File: config.mk
export PLATFORM = sky130hd
export DESIGN_NAME = spi_sclk_engine
export DESIGN_NICKNAME = d
export VERILOG_FILES = /design/src/rtl/spi_sclk_engine.sv
export SDC_FILE = /design/constraint.sdc
export NUM_CORES = 1
export LEC_CHECK = 0
export CORE_MARGIN = 2
export CORE_UTILIZATION = 27
export CTS_CLUSTER_DIAMETER = 30
export DETAILED_ROUTE_END_ITERATION = 6
export DONT_BUFFER_PORTS = 1
export HOLD_SLACK_MARGIN = 0.06
export PLACE_DENSITY = 0.4
export SLEW_MARGIN = 15
export SYNTH_ARGS = -nofsm -noshare
export SYNTH_HDL_FRONTEND = slang
export SYNTH_SLANG_ARGS = --single-unit
File: constraint.sdc
create_clock -name clk -period 3.3 [get_ports clk]
set_clock_uncertainty 0.2 [all_clocks]
set_input_delay 0.165 -clock clk [delete_from_list [all_inputs] [get_ports clk]]
set_output_delay 0.165 -clock clk [all_outputs]
set_load 0.1 [all_outputs]
File: src/rtl/spi_sclk_engine.sv
// SPI master serial-clock engine: SETUP/RUN/HOLD sequencing, CPOL/CPHA strobes, busy/done status.
// Optional chip select output o_cs_n is enabled with `define SPI_SCLK_ENGINE_CS_EN.
module spi_sclk_engine #(
   parameter int DIV_W = 8,
   parameter int CNT_W = 6
) (
   input  logic             clk,
   input  logic             rst_n,
   input  logic             i_start,
   input  logic             i_abort,
   input  logic [DIV_W-1:0] i_div_half,
   input  logic             i_cpol,
   input  logic             i_cpha,
   input  logic [CNT_W-1:0] i_nbits,
   output logic             o_sclk,
   output logic             o_busy,
   output logic             o_sample,
   output logic             o_shift,
   output logic             o_mid,
   output logic [CNT_W-1:0] o_bit_idx,
   output logic             o_done
`ifdef SPI_SCLK_ENGINE_CS_EN
  ,output logic             o_cs_n
`endif
);

   typedef enum logic [1:0] {S_IDLE, S_SETUP, S_RUN, S_HOLD} state_t;

   localparam logic [DIV_W-1:0] ONE_D = DIV_W'(1);
   localparam logic [DIV_W-1:0] TWO_D = DIV_W'(2);
   localparam logic [CNT_W:0]   ONE_E = (CNT_W+1)'(1);

   state_t             state_q, state_d;
   logic [DIV_W-1:0]   cnt_q, cnt_d;
   logic [DIV_W-1:0]   div_q, div_d;
   logic [CNT_W:0]     edge_q, edge_d;
   logic [CNT_W-1:0]   nbits_q, nbits_d;
   logic               cpol_q, cpol_d;
   logic               cpha_q, cpha_d;
   logic               sclk_q, sclk_d;
   logic               busy_q, busy_d;
   logic               sample_q, sample_d;
   logic               shift_q, shift_d;
   logic               mid_q, mid_d;
   logic [CNT_W-1:0]   bit_idx_q, bit_idx_d;
   logic               done_q, done_d;
`ifdef SPI_SCLK_ENGINE_CS_EN
   logic               cs_n_q, cs_n_d;
`endif

   logic               last_cnt;
   logic               leading;
   logic               last_edge;

   always_comb begin
      state_d   = state_q;
      cnt_d     = cnt_q;
      div_d     = div_q;
      edge_d    = edge_q;
      nbits_d   = nbits_q;
      cpol_d    = cpol_q;
      cpha_d    = cpha_q;
      sclk_d    = sclk_q;
      busy_d    = busy_q;
      sample_d  = 1'b0;
      shift_d   = 1'b0;
      mid_d     = 1'b0;
      done_d    = 1'b0;
      bit_idx_d = bit_idx_q + {{(CNT_W-1){1'b0}}, sample_q};
`ifdef SPI_SCLK_ENGINE_CS_EN
      cs_n_d    = cs_n_q;
`endif
      last_cnt  = (cnt_q == div_q - ONE_D);
      // Edge number being produced is edge_q+1; odd numbers are leading edges.
      leading   = ~edge_q[0];
      last_edge = ((edge_q + ONE_E) == {nbits_q, 1'b0});

      unique case (state_q)
         S_IDLE: begin
            sclk_d = cpol_q;
            busy_d = 1'b0;
`ifdef SPI_SCLK_ENGINE_CS_EN
            cs_n_d = 1'b1;
`endif
            if (i_start && !i_abort) begin
               div_d     = (i_div_half < TWO_D) ? TWO_D : i_div_half;
               cpol_d    = i_cpol;
               cpha_d    = i_cpha;
               nbits_d   = i_nbits;
               sclk_d    = i_cpol;
               bit_idx_d = '0;
               cnt_d     = '0;
               edge_d    = '0;
               if (i_nbits == '0) begin
                  done_d = 1'b1;
               end else begin
                  state_d = S_SETUP;
                  busy_d  = 1'b1;
                  shift_d = ~i_cpha;
`ifdef SPI_SCLK_ENGINE_CS_EN
                  cs_n_d  = 1'b0;
`endif
               end
            end
         end
         S_SETUP: begin
            if (last_cnt) begin
               cnt_d   = '0;
               state_d = S_RUN;
            end else begin
               cnt_d = cnt_q + ONE_D;
            end
         end
         S_RUN: begin
            mid_d = (cnt_q == (div_q >> 1) - ONE_D);
            if (last_cnt) begin
               cnt_d  = '0;
               sclk_d = ~sclk_q;
               edge_d = edge_q + ONE_E;
               if (cpha_q) begin
                  shift_d  = leading;
                  sample_d = ~leading;
               end else begin
                  sample_d = leading;
                  shift_d  = ~leading && !last_edge;
               end
               if (last_edge) state_d = S_HOLD;
            end else begin
               cnt_d = cnt_q + ONE_D;
            end
         end
         S_HOLD: begin
            if (last_cnt) begin
               cnt_d   = '0;
               state_d = S_IDLE;
               busy_d  = 1'b0;
               done_d  = 1'b1;
`ifdef SPI_SCLK_ENGINE_CS_EN
               cs_n_d  = 1'b1;
`endif
            end else begin
               cnt_d = cnt_q + ONE_D;
            end
         end
         default: state_d = S_IDLE;
      endcase

      // Abort overrides everything, including a same-cycle start.
      if (i_abort) begin
         state_d  = S_IDLE;
         cnt_d    = '0;
         edge_d   = '0;
         sclk_d   = cpol_q;
         busy_d   = 1'b0;
         sample_d = 1'b0;
         shift_d  = 1'b0;
         mid_d    = 1'b0;
         done_d   = 1'b0;
         div_d    = div_q;
         cpol_d   = cpol_q;
         cpha_d   = cpha_q;
         nbits_d  = nbits_q;
`ifdef SPI_SCLK_ENGINE_CS_EN
         cs_n_d   = 1'b1;
`endif
      end
   end

   always_ff @(posedge clk or negedge rst_n) begin
      if (!rst_n) begin
         state_q   <= S_IDLE;
         cnt_q     <= '0;
         div_q     <= '0;
         edge_q    <= '0;
         nbits_q   <= '0;
         cpol_q    <= 1'b0;
         cpha_q    <= 1'b0;
         sclk_q    <= 1'b0;
         busy_q    <= 1'b0;
         sample_q  <= 1'b0;
         shift_q   <= 1'b0;
         mid_q     <= 1'b0;
         bit_idx_q <= '0;
         done_q    <= 1'b0;
`ifdef SPI_SCLK_ENGINE_CS_EN
         cs_n_q    <= 1'b1;
`endif
      end else begin
         state_q   <= state_d;
         cnt_q     <= cnt_d;
         div_q     <= div_d;
         edge_q    <= edge_d;
         nbits_q   <= nbits_d;
         cpol_q    <= cpol_d;
         cpha_q    <= cpha_d;
         sclk_q    <= sclk_d;
         busy_q    <= busy_d;
         sample_q  <= sample_d;
         shift_q   <= shift_d;
         mid_q     <= mid_d;
         bit_idx_q <= bit_idx_d;
         done_q    <= done_d;
`ifdef SPI_SCLK_ENGINE_CS_EN
         cs_n_q    <= cs_n_d;
`endif
      end
   end

   assign o_sclk    = sclk_q;
   assign o_busy    = busy_q;
   assign o_sample  = sample_q;
   assign o_shift   = shift_q;
   assign o_mid     = mid_q;
   assign o_bit_idx = bit_idx_q;
   assign o_done    = done_q;
`ifdef SPI_SCLK_ENGINE_CS_EN
   assign o_cs_n    = cs_n_q;
`endif

endmodule

==> flow_summary.yaml <==
yosys:
  postSynthAreaPerCell_um2: 9.068
  async_flop_share_pct: 100.0
  ys_warn_count: 0
  synth_cells: 315
  ys_seq_elements: 45
  ys_seq_area_share_pct: 39.42
  synth_area_um2: 2856
  synth_nets: 346
  synth_top_flop_cell: "dfrtp_1"
  synth_cell_type_count: 55
  synth-edff-count: 0
critical_path:
  required_ns: 3.34
  crit_fanout: 9
  crit_start: "div_q[1]"
  critPathLaunchType: "flip-flop"
  timing.rr.start: "div_q[1]"
  path_class: "flip-flop to flip-flop"
  cp-end-kind: "flip-flop"
  worstPathArrival_ns: 3.14
clocking:
  cts_hold_repair.buffers: 22
  clk_path_buf_depth: 2
  cts-root-buf: "clkbuf_8"
  path_clk_slew_ns: 0.10
  clock_sinks: 45
  cts_tree: "done"
  cts_resized: 0
  insertion_delay_ns: 0.30
  htreeDepth: 2
  postCtsSetupBuffers: 0
  cts_buffers: 5
global_routing:
  overflow: 0
  grt.total_usage_pct: 13.49
  antenna_found_initial: 0
  grt_pass1_wl_um: 12190
  grt_pass1_vias: 2370
  grt_max_degree: 46
final_layout:
  final_cells: 476
  final_nets: 370
  final_core_util_pct: 32.97
  layout_common_cells: "nand2_1, dfrtp_1, xnor2_1, nor2_1, dlygate4sd3_1"
  layout-drive-gt1-share_pct: 9.118
  final_cell_area_um2: 3388
  final_common_cell: "nand2_1"
  syn2layout_area_growth_pct: 18.62
  diodes: 0
detailed_routing:
  num_vias: 2312
  final_antenna_net_count: 0
  drt_iter0_drc: 131
  post_drt_wl_per_cell_um: 14.93
  drc: 0
  dr.pass1.iters: 4
  via_per_inst: 4.857
  drt_wl_total_um: 7107
power:
  power.leakage_nw: 1.492
  ir_drop_uv: 289.8
  power_density_nw_per_um2: 693.9
placement:
  hpwlAfterDp_um: 5038
  post_dp_cell_area_um2: 3017
  place.gp.congestion: 0.7607
  portBuffers: 0
  place_inst: 446
sta:
  rsz0062_at_grt: "no"
  period_share_pct: 93.85
  tightestPinTransition_ns: 0.9192
  drv_slew: 0
  setup_violations: 0
  slew_headroom_pct: 38.72
  tns_ns: 0
  finalHoldViolCount: 0
  whs_ns: 0.05359
  max_freq_ghz: 0.3229
  period_needed_ns: 3.097
flow_run:
  max_cap_viol_count: 0
floorplan:
  core_um2: 10280
  die_h_um: 106.9
  ioPinCount: 32
  initial_core_util_pct: 27.79
  fp.dieW_um: 106.9
  die_area_um2: 11420
  core.rowCount: 37
worst_hold_path:
  hold_path_class: "input port to flip-flop"
  hold_start: "i_nbits[0]"
outcome:
  status: "finished clean"
-- cell usage after synthesis (2+ instances only) --
master | n | area, um2
nand2_1 | 58 | 217.7
dfrtp_1 | 45 | 1126
xnor2_1 | 24 | 210.2
nor2_1 | 22 | 82.58
o21ai_0 | 12 | 60.06
a21oi_1 | 11 | 55.05
ha_1 | 11 | 137.6
nand3_1 | 10 | 50.05
and3_1 | 9 | 56.30
inv_1 | 9 | 33.78
o31ai_1 | 9 | 67.56
a31oi_1 | 7 | 43.79
clkbuf_1 | 7 | 26.28
xor2_1 | 7 | 61.31
nor3_1 | 6 | 30.03
and2_1 | 5 | 31.28
buf_2 | 5 | 25.02
nor2b_1 | 5 | 31.28
o22ai_1 | 4 | 25.02
buf_6 | 3 | 33.78
nand2b_1 | 3 | 18.77
nor4_1 | 3 | 18.77
a41oi_2 | 2 | 32.53
mux2i_1 | 2 | 20.02
nor3b_1 | 2 | 15.01
o21ai_1 | 2 | 10.01
o32ai_1 | 2 | 17.52
or2b_1 | 2 | 15.01
or3_1 | 2 | 12.51
-- layer usage --
metal / share of wire [%] / track usage (%) / vias to the layer above
met1: 48 / 17.73 / 1108
met2: 47 / 22.75 / 44
met4: 0.87 / 3.154 / 0
met5: 0 / 0 / -
met3: 4.0 / 2.796 / 6
li1: - / - / 1154
-- through the flow --
stage | total power [mW] | worst slack (ns)
after detailed placement | 1.815 | 0.4182
after CTS | 2.381 | 0.1712
final | 2.351 | 0.2030
after global placement | 1.810 | 0.5615
after global routing | 2.529 | 0.02177
after floorplan | 1.643 | 0.8376
-- kinds of logic after synthesis --
family / Yosys count / synth area share, %
compound gates: 65 / 17.52
buf+inv: 24 / 4.161
fa+ha+maj: 11 / 4.818
flops: 45 / 39.42
simple gates: 136 / 23.48
mux: 3 / 1.095
xor+xnor: 31 / 9.505
-- final timing paths --
kind | endpoint | cells past startpoint | slack (ns)
setup / recovery | o_done | 9 | 0.20
setup reg to reg | o_done | 9 | 0.20
hold / removal | o_shift | 4 | 0.05
max in group asynchronous | nbits_q[1] | 2 | 2.49
hold reg to reg | cpol_q | 2 | 0.29
min in group asynchronous | cnt_q[7] | 2 | 0.20
-- cell type report --
type,instances,area [um2]
fill,1097,6889
multi-input combinational,246,1612
clock inverter,3,65.06
tap,136,170.2
timing repair buffer,32,312.8
inverter,9,33.78
clock buffer,5,68.82
sequential,45,1126
-- where the power goes --
group / internal [mW] / switching, mW / leakage, nW
Sequential: 0.671 / 0.227 / 0.597
Clock: 0.301 / 0.203 / 0.0681
Combinational: 0.412 / 0.537 / 0.827
-- critical path, stage by stage, from the launching register on --
cell and delay, ns:
dfrtp_1 0.44, inv_1 0.13, ha_1 0.35, and2b_1 0.27, a31oi_1 0.15, a211oi_4 0.32, and3_1 0.34, a21oi_1 0.10
nor3_1 0.15, dlygate4sd3_1 0.57
-- registers in the layout, summed over array words and instances, names as in the netlist, 2 cells and up --
register / count
nbits_q: 6
o_bit_idx: 6
state_q: 2
cnt_q: 8
edge_q: 7
div_q: 8
No activity file was read; power rests on OpenSTA's default activity.
